`src/rtl/core_boot_loader_pkg.sv`:
```
// Shared definitions for the riscv_core boot loader: FSM state encoding and
// the number of bytes that make up one stream word.
package core_boot_loader_pkg;

  typedef enum logic [2:0] {
    LEN,
    CHECK,
    LOAD,
    CSUM,
    RUN,
    ERROR
  } boot_state_t;

  localparam int BOOT_LEN_BYTES = 4;

endpackage

```
`src/rtl/boot_word_assembler.sv`:
```
// Packs an accepted byte stream into 32-bit little-endian words; word_valid
// pulses for one cycle after the fourth byte while word holds the result.
module boot_word_assembler
  import core_boot_loader_pkg::*;
(
  input  logic        clk,
  input  logic        rst,
  input  logic        clear,
  input  logic        byte_valid,
  input  logic        byte_ready,
  input  logic [7:0]  byte_data,
  output logic        word_valid,
  output logic [31:0] word
);

  logic [1:0]  byte_cnt;
  logic [31:0] shift_reg;
  logic        accept;

  assign accept = byte_valid && byte_ready;
  assign word   = shift_reg;

  // Shifting in from the top leaves the first byte in [7:0] after four shifts.
  always_ff @(posedge clk) begin
    if (rst || clear) begin
      byte_cnt   <= 2'd0;
      shift_reg  <= 32'd0;
      word_valid <= 1'b0;
    end else begin
      word_valid <= accept && (byte_cnt == 2'(BOOT_LEN_BYTES - 1));
      if (accept) begin
        shift_reg <= {byte_data, shift_reg[31:8]};
        byte_cnt  <= byte_cnt + 2'd1;
      end
    end
  end

endmodule

```
`src/rtl/core_boot_loader.sv`:
```
// Boot sequencer: holds riscv_core in reset, loads an image into instruction
// memory, then releases the core. Optional macro: BOOT_LOADER_CHECKSUM_EN.
module core_boot_loader
  import core_boot_loader_pkg::*;
#(
  parameter int          IMEM_WORDS = 1024,
  parameter logic [31:0] BASE_ADDR  = 32'h0
) (
  input  logic                          clk,
  input  logic                          rst,
  input  logic                          in_valid,
  output logic                          in_ready,
  input  logic [7:0]                    in_data,
  input  logic                          boot_req,
  output logic                          imem_wr_en,
  output logic [31:0]                   imem_wr_addr,
  output logic [31:0]                   imem_wr_data,
  output logic                          core_rst_n,
  output logic                          busy,
  output logic                          error,
  output logic [$clog2(IMEM_WORDS):0]   words_loaded
);

  localparam int WL_W = $clog2(IMEM_WORDS) + 1;

  boot_state_t state, next_state;
  logic        armed;
  logic [31:0] len_reg;
  logic        reload;
  logic        last_word;
  logic        asm_word_valid;
  logic [31:0] asm_word;
`ifdef BOOT_LOADER_CHECKSUM_EN
  logic [31:0] csum_reg;
`endif

  boot_word_assembler u_asm (
    .clk        (clk),
    .rst        (rst),
    .clear      (reload),
    .byte_valid (in_valid),
    .byte_ready (in_ready),
    .byte_data  (in_data),
    .word_valid (asm_word_valid),
    .word       (asm_word)
  );

  assign last_word    = (32'(words_loaded) + 32'd1 == len_reg);
  assign imem_wr_addr = BASE_ADDR + (32'(words_loaded) << 2);
  assign imem_wr_data = asm_word;

  always_ff @(posedge clk) begin
    if (rst) state <= LEN;
    else     state <= next_state;
  end

  // in_ready drops while a completed word is pending so no byte slips past a phase end.
  always_comb begin
    next_state = state;
    in_ready   = 1'b0;
    imem_wr_en = 1'b0;
    core_rst_n = 1'b0;
    busy       = 1'b1;
    error      = 1'b0;
    reload     = 1'b0;
    case (state)
      LEN: begin
        in_ready = armed && !asm_word_valid;
        if (asm_word_valid) next_state = CHECK;
      end
      CHECK: begin
        if (len_reg == 32'd0 || len_reg > 32'(IMEM_WORDS)) next_state = ERROR;
        else                                                 next_state = LOAD;
      end
      LOAD: begin
        in_ready = !(asm_word_valid && last_word);
        if (asm_word_valid) begin
          imem_wr_en = 1'b1;
`ifdef BOOT_LOADER_CHECKSUM_EN
          if (last_word) next_state = CSUM;
`else
          if (last_word) next_state = RUN;
`endif
        end
      end
`ifdef BOOT_LOADER_CHECKSUM_EN
      CSUM: begin
        in_ready = !asm_word_valid;
        if (asm_word_valid) next_state = (asm_word == csum_reg) ? RUN : ERROR;
      end
`endif
      RUN: begin
        busy       = 1'b0;
        core_rst_n = 1'b1;
        if (boot_req) begin
          next_state = LEN;
          reload     = 1'b1;
        end
      end
      ERROR: begin
        busy  = 1'b0;
        error = 1'b1;
        if (boot_req) begin
          next_state = LEN;
          reload     = 1'b1;
        end
      end
      default: next_state = LEN;
    endcase
  end

  // armed keeps in_ready low for the first cycle out of reset.
  always_ff @(posedge clk) begin
    if (rst) begin
      armed        <= 1'b0;
      len_reg      <= 32'd0;
      words_loaded <= '0;
    end else begin
      armed <= 1'b1;
      if (state == LEN && asm_word_valid) len_reg <= asm_word;
      if (reload)          words_loaded <= '0;
      else if (imem_wr_en) words_loaded <= words_loaded + WL_W'(1);
    end
  end

`ifdef BOOT_LOADER_CHECKSUM_EN
  always_ff @(posedge clk) begin
    if (rst || reload)   csum_reg <= 32'd0;
    else if (imem_wr_en) csum_reg <= csum_reg ^ asm_word;
  end
`endif

endmodule
```
`config.mk`:
```
export PLATFORM = sky130hd
export DESIGN_NAME = core_boot_loader
export DESIGN_NICKNAME = d
export VERILOG_FILES = /design/src/rtl/core_boot_loader_pkg.sv /design/src/rtl/boot_word_assembler.sv /design/src/rtl/core_boot_loader.sv
export SDC_FILE = /design/constraint.sdc
export NUM_CORES = 1
export LEC_CHECK = 0
export BUFFER_PORTS_ARGS = -buffer_cell sky130_fd_sc_hd__buf_2
export CORE_ASPECT_RATIO = 0.7
export CORE_UTILIZATION = 25
export CTS_BUF_LIST = sky130_fd_sc_hd__clkbuf_16
export DETAILED_ROUTE_END_ITERATION = 10
export REMOVE_ABC_BUFFERS = 1
export SLEW_MARGIN = 20
export SYNTH_ARGS = -nofsm -noshare
export SYNTH_HDL_FRONTEND = slang
export SYNTH_SLANG_ARGS = --single-unit
```
`constraint.sdc`:
```
create_clock -name clk -period 3.6 [get_ports clk]
set_input_delay 0.9 -clock clk [delete_from_list [all_inputs] [get_ports clk]]
set_output_delay 0.9 -clock clk [all_outputs]
set_load 0.03 [all_outputs]
```
==> results.md <==
* Antenna violation net count after detailed routing at 0
* Leftover overflow at the end of global routing at 0
* Compound-cell area share of the yosys netlist at 0.189
* Share of Yosys cell area claimed by the top area cell type at 0.377
* Post-synthesis instance area at 4360 sq um
* XOR/XNOR Fraction of Synth Area at 0.0465
* Die X at around 160 microns
* Path category of the worst min-delay check: flop to flop
* Share of the clock period used by the worst path after layout at 0.928
* Proportion of synthesized chip area in sequential cells at 0.377
* Total CTS buffers at 9
* Net total in the final layout at 591
* Avg Synthesized Cell Area at 8.10 sq um
* Per-cell via count in the routed design at 4.60
* Post-cts gate resize count at 0
* Class of the most critical setup path: flop to primary output
* WL met2 at around 4800 microns
* Yosys cell types at 56
* Number of global-route vias before repair at 3439
* Slew @ Worst Pin at a little over 0.6 ns
* Detailed Route Iter0 Violations at 214
* Largest vdd supply drop at 0.000175 V
* Wirelength, routed at 11300 microns
* Type of destination of the critical path: primary output
* Worst path required time at 2.70 ns
* First-pass GRT wire length at between 15000 and 20000 microns
* Clock latency reported for the late side of the worst-skew pair at about 0.34 ns
* CTS tree: done
* Maximum number of pins on one net before global-route repair at 37
* Period minus WS final at 3.34 ns
* Hpwl dp at 7820 microns
* Global-route usage over all layers at 0.130
* Total placed instance area at 4680 sq um
* Synth top cells by count: sky130_fd_sc_hd__nand2_1 (177), sky130_fd_sc_hd__dfxtp_1 (82), sky130_fd_sc_hd__a21oi_1 (36)
* Routed wire length per instance at 14.0 microns
* Power share of the clock group at 0.465
* Post-synth EDFFs at 0
* RSZ-0062 raised after global routing: false
* Setup skew after layout at 0.00590 ns
* Synth area leader: sky130_fd_sc_hd__dfxtp_1
* Count of antenna diodes in the layout at 0
* Die Ht at 112 microns
* Fin Setup TNS at 0 ns
* Postcts setup bufs at 0
* Number of buffers on the longest clock path at 2
* Number of sinks handled by clock tree synthesis at 82
* Post-CTS Hold Buffers at 0
* Number of levels the H-tree was split into at 3
* Most used flip-flop cell after synthesis: sky130_fd_sc_hd__dfxtp_1
* Simple-gate share of the synthesized area at 0.270
* Most frequently used cell type in the post-synthesis netlist: sky130_fd_sc_hd__nand2_1
* Total DRC errors in the routed layout at 0
* Signal arrival time at the worst endpoint at 2.44 ns
* Row count at 39
* Max Slew Vio Count at 0
* Status: complete, no violations
* CP startpoint kind: flop
* Number of iterations in the first detailed-routing pass at 6
* Total I/O pin count at 92
* Initial antenna violation count at 0
* Buffer type at the clock tree root: sky130_fd_sc_hd__clkbuf_16
* Port Buffers at 70
* Leakage component of the power at 1.83 nW
* Internal Pwr Total at roughly 0.0015 W
* Number of warnings reported in the yosys synthesis log at 0
* Pwr per Cell Area at 390 nW/um^2
* Peak clock frequency supported by timing at 299 MHz
* Core footprint at ~17000 sq um
* Number of synthesized register bits at between 80 and 90
* Combinational family with the most area after synthesis: simple AND/OR/NAND/NOR gates
* Die Outline Area at 18000 sq um
* Relative contribution of sequential cells to total power at 0.478
* Final setup violation count at 0
* Number of maximum-capacitance violations at 0
* Net switching power of the design at 0.000471 W
* Tightest slew margin relative to the limit at 0.588
* Combinational power share at 0.057
* Number of instances in the synthesized netlist at 538
* Multiplexer share of the synthesized area at 0.00230
* Highest metal used: met4
* Routability congestion estimate from global placement at 0.875
* Vias after detailed routing at 3707
* Post-Synth Adder-Cell Area at 0.00574
* Final Hold Fails at 0
* Fraction of registers with async set/reset at 0
* Share of layout cells above drive strength 1 at 0.224
* Proportion of total power due to net switching at 0.243
* Synth top area cells: sky130_fd_sc_hd__dfxtp_1 (38%), sky130_fd_sc_hd__nand2_1 (15%), sky130_fd_sc_hd__o221ai_2 (9.3%)
* Met3 routed WL at 630 microns
* CP Max Fanout at 8
* Clock transition at the registers of the reported paths at ~0.060 ns
* M1 wire length at 5780 microns
* Starting Density at 0.261
* Area overhead of the layout relative to synthesis at 14.0%
* Total non-filler cell area in the finished layout at 4970 sq um
-- power by group through the flow --
stage / combinational [W] / clock, W / sequential [W]
after floorplan: 0.0000606 / 0 / 0.000956
after global placement: 0.000111 / 0 / 0.000946
after detailed placement: 0.000111 / 0 / 0.000946
after CTS: 0.000112 / 0.000925 / 0.000925
after global routing: 0.000120 / 0.000958 / 0.000927
final: 0.000111 / 0.000902 / 0.000926
-- path summary, 6_finish.rpt --
| path | from | endpoint | slack [ns] | cells past startpoint |
|---|---|---|---|---|
| max | words_loaded[0] | in_ready | 0.26 | 8 |
| min | len_reg[12] | len_reg[12] | 0.45 | 2 |
| max reg2reg | words_loaded[0] | u_asm.word[1] | 0.85 | 8 |
| min reg2reg | len_reg[12] | len_reg[12] | 0.45 | 2 |
-- layout by cell type, fill, tap and decap left out, types with 6 or more instances in the layout --
cell type	n
sky130_fd_sc_hd__o221ai_2	27
sky130_fd_sc_hd__clkbuf_16	9
sky130_fd_sc_hd__nand2b_1	6
sky130_fd_sc_hd__dfxtp_1	82
sky130_fd_sc_hd__xor2_1	9
sky130_fd_sc_hd__inv_1	6
sky130_fd_sc_hd__conb_1	21
sky130_fd_sc_hd__nand2_1	177
sky130_fd_sc_hd__nand4_1	8
sky130_fd_sc_hd__a21oi_1	36
sky130_fd_sc_hd__nor2_1	22
sky130_fd_sc_hd__nand3_1	10
sky130_fd_sc_hd__buf_4	8
sky130_fd_sc_hd__xnor2_1	11
sky130_fd_sc_hd__o221ai_1	6
sky130_fd_sc_hd__nor4_1	8
sky130_fd_sc_hd__buf_2	70
-- logic make-up after synthesis --
kind of cell | after synthesis
fa+ha+maj | 2
flops | 82
buf+inv | 75
mux | 1
xor+xnor | 21
simple gates | 264
other cells | 1
compound gates | 92
-- layer usage --
metal  up-vias  GRT usage
met5         -          0
met4         0     0.0324
met3         7     0.0355
met2        89      0.190
met1      1736      0.189
li1       1875          -
-- per-stage QoR --
step	std cells	hold WS [ns]	worst slack, ns	total power, W	util
detailed placement	791	0.449	0.555	0.00106	0.280
global placement	791	0.446	0.655	0.00106	0.280
floorplan	488	0.430	-0.0454	0.00102	-
CTS	806	0.457	0.189	0.00196	0.297
finish	806	0.454	0.260	0.00194	0.298
global route	806	0.476	0.0455	0.00200	0.298
-- cell type report --
cell class / instances / area (sq um)
clock buffer: 9 / 225
clock inverter: 6 / 60.1
fill: 1806 / 11700
inverter: 5 / 18.8
multi-input combinational: 401 / 2330
sequential: 82 / 1640
tap: 225 / 282
timing repair buffer: 78 / 410
-- worst max-delay path, stage by stage, from the launching register on --
cell and delay [ns]:
sky130_fd_sc_hd__dfxtp_1 0.47, sky130_fd_sc_hd__ha_2 0.29, sky130_fd_sc_hd__nand3_2 0.18, sky130_fd_sc_hd__o311ai_1 0.35, sky130_fd_sc_hd__nand4b_1 0.21, sky130_fd_sc_hd__nand2_1 0.12
sky130_fd_sc_hd__and4_4 0.25, sky130_fd_sc_hd__o21ai_1 0.06, sky130_fd_sc_hd__buf_2 0.17
Power figures use the tool's default switching activity.
